===== config.mk =====
export PLATFORM = sky130hd
export DESIGN_NAME = linear_embed_stream
export DESIGN_NICKNAME = d
export VERILOG_FILES = /design/src/rtl/linear_embed_pkg.sv /design/src/rtl/embed_mac_sat.sv /design/src/rtl/linear_embed_stream.sv
export SDC_FILE = /design/constraint.sdc
export NUM_CORES = 2
export LEC_CHECK = 0
export BUFFER_PORTS_ARGS = -buffer_cell sky130_fd_sc_hd__buf_2
export CAP_MARGIN = 10
export CORE_MARGIN = 5
export CORE_UTILIZATION = 58
export CTS_CLUSTER_SIZE = 12
export DETAILED_ROUTE_END_ITERATION = 10
export GPL_TIMING_DRIVEN = 0
export PLACE_DENSITY = 0.88
export SLEW_MARGIN = 20
export SYNTH_ARGS = -nofsm -noshare
export SYNTH_HDL_FRONTEND = slang
export SYNTH_SLANG_ARGS = --single-unit

===== constraint.sdc =====
create_clock -name clk -period 8.5 [get_ports clk]
set_input_delay 0.85 -clock clk [delete_from_list [all_inputs] [get_ports clk]]
set_output_delay 0.85 -clock clk [all_outputs]
set_load 0.05 [all_outputs]

===== src/rtl/linear_embed_pkg.sv =====
// linear_embed_pkg: shared FSM state type, default sizing and the round/saturate helper.
package linear_embed_pkg;

  typedef enum logic [1:0] {
    IDLE = 2'd0,
    RUN  = 2'd1,
    DONE = 2'd2
  } state_t;

  localparam int N_PATCH_DEF = 15;
  localparam int D_MODEL_DEF = 16;
  localparam int DW_DEF      = 8;
  localparam int FRAC_DEF    = 4;

  // Wide working width; covers 2*DW+1 bits for any DW up to 31.
  localparam int ACC_W = 64;

  typedef struct packed {
    logic                    sat;
    logic signed [ACC_W-1:0] data;
  } sat_res_t;

  // Round half up at bit FRAC, add bias, clamp to the signed dw-bit range.
  // The result is sign-extended to ACC_W bits; sat flags a clamp.
  function automatic sat_res_t sat_round(
    input logic signed [ACC_W-1:0] prod,
    input logic signed [ACC_W-1:0] bias,
    input int unsigned             dw,
    input int unsigned             frac
  );
    logic signed [ACC_W-1:0] half_v;
    logic signed [ACC_W-1:0] rnd_v;
    logic signed [ACC_W-1:0] sum_v;
    logic signed [ACC_W-1:0] max_v;
    logic signed [ACC_W-1:0] min_v;
    sat_res_t                res;
    half_v = 64'sd1 <<< (frac - 32'd1);
    rnd_v  = (prod + half_v) >>> frac;
    sum_v  = rnd_v + bias;
    max_v  = (64'sd1 <<< (dw - 32'd1)) - 64'sd1;
    min_v  = -(64'sd1 <<< (dw - 32'd1));
    if (sum_v > max_v) begin
      res.sat  = 1'b1;
      res.data = max_v;
    end else if (sum_v < min_v) begin
      res.sat  = 1'b1;
      res.data = min_v;
    end else begin
      res.sat  = 1'b0;
      res.data = sum_v;
    end
    return res;
  endfunction

endpackage


===== src/rtl/embed_mac_sat.sv =====
// embed_mac_sat: combinational x*wt, round half up, bias add and clamp for one element.
module embed_mac_sat
  import linear_embed_pkg::*;
#(
  parameter int DW   = DW_DEF,
  parameter int FRAC = FRAC_DEF
) (
  input  logic signed [DW-1:0] x,
  input  logic signed [DW-1:0] wt,
  input  logic signed [DW-1:0] bias,
  output logic signed [DW-1:0] data,
  output logic                 sat
);

  logic signed [2*DW-1:0] prod_s;
  sat_res_t               res_s;
  logic                   unused_hi_s;

  // Full-precision product, then the shared round/saturate helper.
  always_comb begin
    prod_s      = x * wt;
    res_s       = sat_round(64'(prod_s), 64'(bias), DW, FRAC);
    data        = res_s.data[DW-1:0];
    sat         = res_s.sat;
    unused_hi_s = ^res_s.data[ACC_W-1:DW];
  end

endmodule


===== src/rtl/linear_embed_stream.sv =====
// linear_embed_stream: streams sat(round(x[p]*wt[c]) + bias[c]) row by row,
// with the class token inserted as an extra row, over a valid/ready link.
module linear_embed_stream
  import linear_embed_pkg::*;
#(
  parameter int N_PATCH   = N_PATCH_DEF,
  parameter int D_MODEL   = D_MODEL_DEF,
  parameter int DW        = DW_DEF,
  parameter int FRAC      = FRAC_DEF,
  parameter int CLS_FIRST = 0
) (
  input  logic                               clk,
  input  logic                               rst_n,
  input  logic                               start,
  input  logic signed [DW-1:0]               x_in      [N_PATCH],
  input  logic signed [DW-1:0]               wt        [D_MODEL],
  input  logic signed [DW-1:0]               bias      [D_MODEL],
  input  logic signed [DW-1:0]               cls_token [D_MODEL],
  output logic                               out_valid,
  input  logic                               out_ready,
  output logic signed [DW-1:0]               out_data,
  output logic [$clog2(N_PATCH+1)-1:0]       out_row,
  output logic [$clog2(D_MODEL)-1:0]         out_col,
  output logic                               busy,
  output logic                               done,
  output logic                               sat_flag
);

  localparam int RW = $clog2(N_PATCH + 1);
  localparam int CW = $clog2(D_MODEL);

  state_t               state_r, state_nx_s;
  logic signed [DW-1:0] x_r   [N_PATCH];
  logic signed [DW-1:0] wt_r  [D_MODEL];
  logic signed [DW-1:0] bias_r[D_MODEL];
  logic signed [DW-1:0] cls_r [D_MODEL];

  // (row_r, col_r) points at the next element to load into the output register.
  logic [RW-1:0]        row_r;
  logic [CW-1:0]        col_r;
  logic                 issued_all_r;

  logic                 out_valid_r;
  logic signed [DW-1:0] out_data_r;
  logic [RW-1:0]        out_row_r;
  logic [CW-1:0]        out_col_r;
  logic                 busy_r;
  logic                 done_r;
  logic                 sat_r;

  logic                 can_load_s;
  logic                 take_s;
  logic                 drop_s;
  logic                 live_s;
  logic                 is_cls_s;
  logic [RW-1:0]        pidx_s;
  logic                 last_col_s;
  logic                 last_elem_s;
  logic signed [DW-1:0] x_sel_s;
  logic signed [DW-1:0] w_sel_s;
  logic signed [DW-1:0] b_sel_s;
  logic signed [DW-1:0] c_sel_s;
  logic signed [DW-1:0] mac_data_s;
  logic                 mac_sat_s;
  logic signed [DW-1:0] elem_data_s;
  logic                 elem_sat_s;

  assign out_valid = out_valid_r;
  assign out_data  = out_data_r;
  assign out_row   = out_row_r;
  assign out_col   = out_col_r;
  assign busy      = busy_r;
  assign done      = done_r;
  assign sat_flag  = sat_r;

  assign can_load_s = ~out_valid_r | out_ready;

  // Next-state and load/drop strobes for the output register.
  always_comb begin
    state_nx_s = state_r;
    take_s     = 1'b0;
    drop_s     = 1'b0;
    case (state_r)
      IDLE: begin
        if (start) begin
          state_nx_s = RUN;
          take_s     = 1'b1;
        end else begin
          state_nx_s = IDLE;
        end
      end
      RUN: begin
        if (can_load_s && issued_all_r) begin
          drop_s     = 1'b1;
          state_nx_s = DONE;
        end else if (can_load_s) begin
          take_s     = 1'b1;
        end else begin
          state_nx_s = RUN;
        end
      end
      DONE:    state_nx_s = IDLE;
      default: state_nx_s = IDLE;
    endcase
  end

  // Element selection; in IDLE the first element comes straight from the
  // live inputs so it can be presented one cycle after start.
  always_comb begin
    live_s      = (state_r == IDLE);
    if (CLS_FIRST != 0) begin
      is_cls_s = (row_r == RW'(0));
      pidx_s   = is_cls_s ? RW'(0) : (row_r - RW'(1));
    end else begin
      is_cls_s = (row_r == RW'(N_PATCH));
      pidx_s   = row_r;
    end
    last_col_s  = (col_r == CW'(D_MODEL - 1));
    last_elem_s = last_col_s && (row_r == RW'(N_PATCH));
    x_sel_s     = '0;
    for (int i = 0; i < N_PATCH; i++) begin
      if (pidx_s == RW'(i)) begin
        x_sel_s = live_s ? x_in[i] : x_r[i];
      end else begin
        x_sel_s = x_sel_s;
      end
    end
    if (live_s) begin
      w_sel_s = wt[col_r];
      b_sel_s = bias[col_r];
      c_sel_s = cls_token[col_r];
    end else begin
      w_sel_s = wt_r[col_r];
      b_sel_s = bias_r[col_r];
      c_sel_s = cls_r[col_r];
    end
    if (is_cls_s) begin
      elem_data_s = c_sel_s;
      elem_sat_s  = 1'b0;
    end else begin
      elem_data_s = mac_data_s;
      elem_sat_s  = mac_sat_s;
    end
  end

  embed_mac_sat #(
    .DW   (DW),
    .FRAC (FRAC)
  ) u_mac (
    .x    (x_sel_s),
    .wt   (w_sel_s),
    .bias (b_sel_s),
    .data (mac_data_s),
    .sat  (mac_sat_s)
  );

  // FSM state plus busy/done status registers.
  always_ff @(posedge clk or negedge rst_n) begin
    if (!rst_n) begin
      state_r <= IDLE;
      busy_r  <= 1'b0;
      done_r  <= 1'b0;
    end else begin
      state_r <= state_nx_s;
      busy_r  <= (state_nx_s != IDLE);
      done_r  <= (state_nx_s == DONE);
    end
  end

  // Operand latches, captured only when a pass is accepted.
  always_ff @(posedge clk or negedge rst_n) begin
    if (!rst_n) begin
      for (int i = 0; i < N_PATCH; i++) x_r[i] <= '0;
      for (int i = 0; i < D_MODEL; i++) begin
        wt_r[i]   <= '0;
        bias_r[i] <= '0;
        cls_r[i]  <= '0;
      end
    end else if (state_r == IDLE && start) begin
      x_r    <= x_in;
      wt_r   <= wt;
      bias_r <= bias;
      cls_r  <= cls_token;
    end
  end

  // Row-major element pointer; parks at the last element once it is issued.
  always_ff @(posedge clk or negedge rst_n) begin
    if (!rst_n) begin
      row_r        <= '0;
      col_r        <= '0;
      issued_all_r <= 1'b0;
    end else if (take_s) begin
      if (last_elem_s) begin
        issued_all_r <= 1'b1;
      end else if (last_col_s) begin
        col_r <= '0;
        row_r <= row_r + RW'(1);
      end else begin
        col_r <= col_r + CW'(1);
      end
    end else if (state_nx_s != RUN) begin
      row_r        <= '0;
      col_r        <= '0;
      issued_all_r <= 1'b0;
    end
  end

  // Output element register; holds while the consumer stalls.
  always_ff @(posedge clk or negedge rst_n) begin
    if (!rst_n) begin
      out_valid_r <= 1'b0;
      out_data_r  <= '0;
      out_row_r   <= '0;
      out_col_r   <= '0;
    end else if (take_s) begin
      out_valid_r <= 1'b1;
      out_data_r  <= elem_data_s;
      out_row_r   <= row_r;
      out_col_r   <= col_r;
    end else if (drop_s) begin
      out_valid_r <= 1'b0;
    end
  end

  // Sticky saturation flag; restarts from the first element of a new pass.
  always_ff @(posedge clk or negedge rst_n) begin
    if (!rst_n) begin
      sat_r <= 1'b0;
    end else if (take_s && state_r == IDLE) begin
      sat_r <= elem_sat_s;
    end else if (take_s) begin
      sat_r <= sat_r | elem_sat_s;
    end
  end

endmodule


# ---- After elaboration in Yosys (flattened, before gate mapping)
# Index checks and enable logic that the tools add are counted.
dict set report word_totals {
  regBits 535
  output_inout_bits 20
  elab_cells 200
}
dict set report op_classes {
  add_sub_neg 4
  n_mul 1
  magnitude_cmp 3
  n_eq_ne 22
  mux 79
  bitwise 4
  reduce_logical 13
}
# op count
set ops {}
lappend ops {{8-bit 2-to-1 mux} 46}
lappend ops {{8-bit binary-select mux with 4-bit select} 6}
lappend ops {{65-bit 2-to-1 mux} 2}
lappend ops {{64-bit by 8-bit > comparator with 1-bit output, second input constant} 1}
lappend ops {{64-bit by 8-bit less-than comparator with 1-bit output, second input constant} 1}
lappend ops {{4-bit equality test, second input constant} 9}
lappend ops {{4-bit 2-to-1 mux} 7}
lappend ops {{16-bit by 5-bit adder with 17-bit output, second input constant} 1}
lappend ops {{4-bit by 3-bit equality test with 1-bit output, second input constant} 4}
lappend ops {{8-bit by 8-bit multiplier with 16-bit output} 1}
lappend ops {{13-bit by 8-bit adder with 14-bit output} 1}
lappend ops {{1-bit 2-to-1 mux} 14}
lappend ops {{4-bit by 1-bit adder with 4-bit output, second input constant} 2}
lappend ops {{4-bit by 2-bit equality test with 1-bit output, second input constant} 2}
lappend ops {{2-bit nonzero test} 4}
lappend ops {{2-bit by 1-bit != test with 1-bit output, second input constant} 3}
lappend ops {{5-bit greater-or-equal comparator, second input constant} 1}
lappend ops {{4-bit inverter with 5-bit output} 1}
lappend ops {{4-bit by 1-bit equality test with 1-bit output, second input constant} 1}
lappend ops {{1-bit logical AND} 4}
lappend ops {{4-bit logical NOT} 1}
lappend ops {{2-bit 2-to-1 mux} 2}
lappend ops {{2-bit case mux with 2 select lines} 1}
lappend ops {{2-bit AND reduction} 2}
lappend ops {{other kinds (8)} 9}

# ---- Logic depth before layout (Yosys ltp)
dict set report logic_depth {
  word_depth 27
  depth_mapped 39
  depth_no_buf 36
}

# ---- Modules after synthesis
# A second synthesis with hierarchy kept.
dict set report hier_totals {
  cells_unflattened 3549
  area_unflattened_um2 32458.6
}
# module instances cells_per_inst area_each_um2
set by_module_without_submodules {}
lappend by_module_without_submodules {linear_embed_stream 1 3179 29216.8}
lappend by_module_without_submodules {embed_mac_sat 1 370 3241.9}

# ---- Worst setup path after synthesis
# No wires, ideal clock.
dict set report synth_timing {
  kind {reg2reg}
  from {register row_r[0] (netlist: pidx_s[0])}
  to {register out_data_r[0] (netlist: out_data[0])}
  t_arrival_ns 7.676
  t_required_ns 8.374
  slack_ns 0.698
  path_stages_with_launch 32
  n_path_buf 1
  path_cell_list {dfrtp_1 > inv_1 > ha_1 > clkbuf_1 > nor3b_2 > nand3_1 > nand3_1 > a21oi_1 > o31a_1 > o311ai_2 > nand2_1 > fa_1 > fa_1 > inv_1 > fa_1 > fa_1 > ha_1 > o21ai_0 > nand2b_1 > a21o_1 > a31o_2 > and4_1 > nor3_1 > xnor2_1 > ha_1 > nor2_1 > nor2_1 > a311oi_4 > or4_4 > o41ai_4 > nand2b_1 > a221o_1}
}
dict set report synth_via {
  elab_chain_len 23
  elab_cells_between_ends 39
  cone_classes {add/sub: 2; mul: 1; order compare: 2; eq/ne: 15; mux: 18; reduce/logical: 1}
}
# item line
set synth_lines {}
lappend synth_lines {{start: declaration} linear_embed_stream.sv:39} ;# logic [RW-1:0] row_r;
lappend synth_lines {{start signal: assignment} linear_embed_stream.sv:198} ;# row_r <= row_r + RW'(1);
lappend synth_lines {{4-bit logical NOT} linear_embed_stream.sv:122} ;# if (pidx_s == RW'(i)) begin
lappend synth_lines {{8-bit 2-to-1 mux (15 in series)} linear_embed_stream.sv:122}
lappend synth_lines {{8-bit by 8-bit multiplier with 16-bit output} embed_mac_sat.sv:21} ;# prod_s = x * wt;
lappend synth_lines {{16-bit by 5-bit adder with 17-bit output} linear_embed_pkg.sv:38} ;# rnd_v = (prod + half_v) >>> frac;
lappend synth_lines {{13-bit by 8-bit adder with 14-bit output} linear_embed_pkg.sv:39} ;# sum_v = rnd_v + bias;
lappend synth_lines {{64-bit by 8-bit less-than comparator with 1-bit output} linear_embed_pkg.sv:45} ;# end else if (sum_v < min_v) begin
lappend synth_lines {{65-bit 2-to-1 mux} linear_embed_pkg.sv:45}
lappend synth_lines {{65-bit 2-to-1 mux} linear_embed_pkg.sv:42} ;# if (sum_v > max_v) begin
lappend synth_lines {{8-bit 2-to-1 mux (*)} linear_embed_stream.sv:137} ;# if (is_cls_s) begin
lappend synth_lines {{end signal: assignment} linear_embed_stream.sv:218} ;# out_data_r <= elem_data_s;
lappend synth_lines {{end: declaration} linear_embed_stream.sv:44} ;# logic signed [DW-1:0] out_data_r;
# Mark *: on every way between the ends. The rest lies on a longest branch, timed or not.
# A chain may end at the register's enable or synchronous reset.

# ---- Worst setup path in the final report
dict set report layout_timing {
  from {register state_r[1]}
  to {register out_data_r[1] (netlist: out_data[1])}
}
dict set report layout_via {
  elab_chain_len 24
  elab_cells_between_ends 44
  cone_classes {add/sub: 2; mul: 1; order compare: 2; eq/ne: 1; mux: 37; reduce/logical: 1}
}
# item line
set layout_lines {}
lappend layout_lines {{start: declaration} linear_embed_stream.sv:32} ;# state_t state_r, state_nx_s;
lappend layout_lines {{start signal: assignment} linear_embed_stream.sv:164} ;# state_r <= state_nx_s;
lappend layout_lines {{2-bit logical NOT} {linear_embed_stream.sv:83, linear_embed_stream.sv:110}}
lappend layout_lines {{8-bit 2-to-1 mux} linear_embed_stream.sv:123} ;# x_sel_s = live_s ? x_in[i] : x_r[i];
lappend layout_lines {{8-bit 2-to-1 mux (15 in series)} linear_embed_stream.sv:122}
lappend layout_lines {{8-bit by 8-bit multiplier with 16-bit output} embed_mac_sat.sv:21}
lappend layout_lines {{16-bit by 5-bit adder with 17-bit output} linear_embed_pkg.sv:38}
lappend layout_lines {{13-bit by 8-bit adder with 14-bit output} linear_embed_pkg.sv:39}
lappend layout_lines {{64-bit by 8-bit less-than comparator with 1-bit output} linear_embed_pkg.sv:45}
lappend layout_lines {{65-bit 2-to-1 mux} linear_embed_pkg.sv:45}
lappend layout_lines {{65-bit 2-to-1 mux} linear_embed_pkg.sv:42}
lappend layout_lines {{8-bit 2-to-1 mux} linear_embed_stream.sv:137}
# Several ways; a longest one is shown, not always the timed one.

==> results.txt <==
- The Yosys step of the flow raised 0 warnings.
* Mean area per synthesized cell: 9.20 um2
* CP dominant cell by count: sky130_fd_sc_hd__fa_1
- Share of the clock period used by the worst path: 98.5%
- # setup viols final: 0
- The count of cells in the finished layout, fillers not included, comes to 4801.
- Hold Vio Cnt, Final: 0
* Maximum capacitance violations: 0
- Of the total power, the clock network draws 31.2%.
- For this run, the top clock speed supported by timing is ~0.12 GHz.
- Clock transition time at the flip-flop clock pins of the worst setup and hold paths: 0.06 ns
- Worst setup skew after layout: 0.0343 ns
* Filler cells: around 3700
- Share of total power consumed by net switching: 34.4%
- Max IR drop VDD: ~0.19 mV
- Aggregate global routing overflow: 0
- In this run the tightest slew margin relative to its limit is between 20% and 30%.
* Average vias per placed instance: 6.37
* Startpoint-to-endpoint class of the critical path: reg2reg
- Switching power: between 2 and 3 mW
- In this run the worst hold path is classified as in2async.
* Worst EP required: roughly 9 ns
- Of all nets on the critical path, the largest fanout is 10.
- The floorplan step defined a die boundary enclosing between 0.05 and 0.06 mm2.
- Most used flip-flop cell after synthesis: sky130_fd_sc_hd__dfrtp_1
- Number of enable-type register cells in the synthesized netlist: 0
* Number of buffers added to fix hold violations after cts: 0
- First-pass GRT wire length: between 150000 and 200000 um
* Total instance count after detailed placement: 4659
- Crit start category: flip-flop
* Number of instances in the synthesized netlist: 3431
- Largest net degree at the start of global routing: 102
- The largest individual stage delay along the critical path comes from the cell sky130_fd_sc_hd__fa_1.
* Number of rows in the core area: 85
- Fraction of power consumed by combinational cells: 34.5%
- Async SR Flop Fraction: 100%
- The total count of max-transition violations in the final report came to 0.
- Sequential elements use 42.4% of the synthesized area.
- Max clock buf depth: 3
- The post-route netlist has 26.6% of its cells at a drive strength greater than 1.
* Count of unresolved DRC violations after routing: 0
* Number of top-level pins: 528
* GRT Util Overall: ~38%
- Detailed placement ended at an HPWL of 84600 um.
* Area growth from synthesis to layout: 20.4%
- Initial antenna violation count: 27
* Kind of end point of the critical path: flip-flop
- In this run the static leakage power is slightly below 20 nW.
- Worst-margin pin slew: ~1.1 ns
- Clock Sinks: 535
- Final critical delay including setup and external delays: 8.37 ns
* Count of unique library cells instantiated by Yosys: 77
* DIE HEIGHT: 243 um
- Router iterations before antenna repair: 9
- Starting utilization of the core area: between 50% and 60%
- Later-pin clock latency in the skew report: 0.65 ns
* Number of design-rule violations left by the first detailed-router iteration: 4442
* DRT Wirelength: 116000 um
* # H-tree levels: 2
- Internal power component: between 5 and 6 mW
* Via count of the first global-routing pass: 30800
- After detailed routing, the average wire length per cell comes to 24.1 um.
- Per report_power, the sequential group accounts for 34.4% of the total.
- Remaining antenna violation count: 0
- CTS placed an instance of sky130_fd_sc_hd__clkbuf_16 at the clock tree root.
- TritonCTS built the clock tree.
- After the last flow step, the layout net total stands at 4656.
- After floorplanning, the core was sized to cover between 0.05 and 0.06 mm2.
- Final hold slack: 0.228 ns
- Counting flops and latches in the post-synthesis netlist gives 535.
- Synth Net Count: ~4000
* Arrival time at the worst endpoint: 8.88 ns
* Synthesized cell area: 0.0316 mm2
- Port bufs: 527
* Number of buffers created by CTS: 58
* Maximum cell stage delay along the critical path: 0.60 ns
- Total power divided by cell area: 224 mW/mm2
* Final weighted congestion of routability-driven global placement: 1.00
- The final route contains 30600 vias.
* Die X-Extent: 243 um
* Status: finished clean
==> flip-flops by register name, indices dropped and copies added (netlist names) <==
register,count
done,1
col_r,4
cls_r,128
out_data,8
sat_flag,1
state_r,2
bias_r,128
pidx_s,4
wt_r,128
busy,1
x_r,120
issued_all_r,1
out_col,4
out_valid,1
out_row,4
==> final timing paths <==
check / slack [ns] / endpoint / startpoint / depth (start not counted)
worst min register to register: 0.47 / out_col[0]$_DFFE_PN0P_ / out_col[0]$_DFFE_PN0P_ / 2
worst min-delay path: 0.23 / bias_r[117]$_DFFE_PN0P_ / rst_n / 1
worst max-delay path: 0.13 / out_data[1]$_DFFE_PN0P_ / state_r[1]$_DFF_PN0_ / 32
max in group asynchronous: 6.36 / wt_r[23]$_DFFE_PN0P_ / rst_n / 4
min in group clk: 0.40 / bias_r[61]$_DFFE_PN0P_ / bias[61] / 3
worst max register to register: 0.13 / out_data[1]$_DFFE_PN0P_ / state_r[1]$_DFF_PN0_ / 32
==> cell usage after synthesis, types with 4 or more instances <==
cell                          n  area [um2]
sky130_fd_sc_hd__mux2i_1     51         510
sky130_fd_sc_hd__o221ai_1    13         114
sky130_fd_sc_hd__o21ai_0     24         120
sky130_fd_sc_hd__nand3_1     48         240
sky130_fd_sc_hd__ha_1        44         551
sky130_fd_sc_hd__nand2b_1    22         138
sky130_fd_sc_hd__inv_1       88         330
sky130_fd_sc_hd__a311oi_1     5        43.8
sky130_fd_sc_hd__o211ai_1     4        30.0
sky130_fd_sc_hd__a211o_1      4        35.0
sky130_fd_sc_hd__nand2_1   1785        6700
sky130_fd_sc_hd__nand4_1      8        50.1
sky130_fd_sc_hd__o21ai_1      8        40.0
sky130_fd_sc_hd__nor2b_1     10        62.6
sky130_fd_sc_hd__buf_2       94         470
sky130_fd_sc_hd__mux4_2     234        5270
sky130_fd_sc_hd__a21oi_1     74         370
sky130_fd_sc_hd__a32oi_1      9        78.8
sky130_fd_sc_hd__clkbuf_1    96         360
sky130_fd_sc_hd__buf_1       12        45.0
sky130_fd_sc_hd__nor3_1      11        55.1
sky130_fd_sc_hd__buf_4        4        30.0
sky130_fd_sc_hd__fa_1        60        1200
sky130_fd_sc_hd__o22ai_1      6        37.5
sky130_fd_sc_hd__and2_1      12        75.1
sky130_fd_sc_hd__or2_1        6        37.5
sky130_fd_sc_hd__dfrtp_1    535       13400
sky130_fd_sc_hd__xnor2_1     22         193
sky130_fd_sc_hd__or3_1        4        25.0
sky130_fd_sc_hd__a21o_1       6        45.0
sky130_fd_sc_hd__nor2_1      59         221
==> kinds of logic (layout without fill, tap and decap cells) <==
group                    Yosys count  in the layout  synth area share [%]
adder cells (fa/ha/maj)          104            104                  5.55
buffers and inverters            298            953                  4.02
other                              0             18                     0
AO/OA/AOI/OAI                    197            198                  4.35
multiplexers                     285            285                  18.3
AND/OR/NAND/NOR                 1987           1987                  24.7
XOR/XNOR                          25             25                 0.693
flip-flops                       535            535                  42.4
==> layer usage <==
metal	share of wire, %	vias to the layer above	global-route usage [%]
li1	-	12600	-
met1	33	14500	47.2
met2	45	2713	58.5
met3	14	729	12.0
met4	7.9	14	22.2
met5	0.090	-	0
==> area by class of cell <==
class	count	area, um2	share of cell area, %
Buffer	202	1080	2.84
Clock inverter	20	275	0.724
Multi-Input combinational cell	2599	17300	45.6
Inverter	90	338	0.888
Antenna cell	18	45.0	0.118
Sequential cell	535	13400	35.2
Clock buffer	83	1700	4.46
Timing Repair Buffer	558	2980	7.85
Tap cell	696	871	2.29
==> what timing repair did <==
action / in CTS / in global routing
pin swaps: 5 / 23
cloned: 0 / 1
setup endpoints to repair: 9 / 8
buffers inserted: 6 / 20
gates resized for setup: 92 / 66
==> cells in the final DEF, fill, tap and decap left out, types with 11 or more instances in the layout <==
master                      Yosys  layout
sky130_fd_sc_hd__a21oi_1       74      69
sky130_fd_sc_hd__and2_1        12      11
sky130_fd_sc_hd__buf_2         94     593
sky130_fd_sc_hd__buf_4          4      42
sky130_fd_sc_hd__buf_6          1      13
sky130_fd_sc_hd__clkbuf_1      96      92
sky130_fd_sc_hd__clkbuf_16      0      58
sky130_fd_sc_hd__clkbuf_8       1      16
sky130_fd_sc_hd__dfrtp_1      535     530
sky130_fd_sc_hd__diode_2        0      18
sky130_fd_sc_hd__fa_1          60      60
sky130_fd_sc_hd__ha_1          44      37
sky130_fd_sc_hd__inv_1         88      87
sky130_fd_sc_hd__mux2i_1       51      43
sky130_fd_sc_hd__mux4_2       234     234
sky130_fd_sc_hd__nand2_1     1785    1782
sky130_fd_sc_hd__nand2b_1      22      22
sky130_fd_sc_hd__nand3_1       48      46
sky130_fd_sc_hd__nor2_1        59      53
sky130_fd_sc_hd__o21ai_0       24      20
sky130_fd_sc_hd__xnor2_1       22      22
==> power by group through the flow <==
stage                     Clock, mW  Sequential, mW  Combinational (mW)
final                          2.66            2.93                2.94
after CTS                      2.64            2.92                2.80
after global placement            0            2.95                2.64
after global routing           2.75            2.95                3.16
after detailed placement          0            2.96                2.72
after floorplan                   0            3.00                1.83
==> critical path: cells and delay by family, from the launching register on <==
family                   cells  cell delay (ns)
multiplexers                 1             0.37
XOR/XNOR                     1             0.13
buffers and inverters        6             1.09
AND/OR/NAND/NOR              8             1.10
AO/OA/AOI/OAI               10             2.42
flip-flops                   1             0.42
adder cells (fa/ha/maj)      6             2.72
==> per-stage QoR <==
step	TNS, ns	setup WS [ns]	cell area, um2	power, mW	utilization (%)
after floorplan	0	0.698	31600	4.83	-
after global placement	-2330.37	-4.43	35100	5.59	65.1
after detailed placement	-6.62	-0.847	35200	5.67	65.3
after CTS	0	0.00247	37600	8.36	69.7
after global routing	-0.911	-0.163	38000	8.86	70.5
final	0	0.129	38000	8.53	70.5
(Power assumes the default switching activity.)
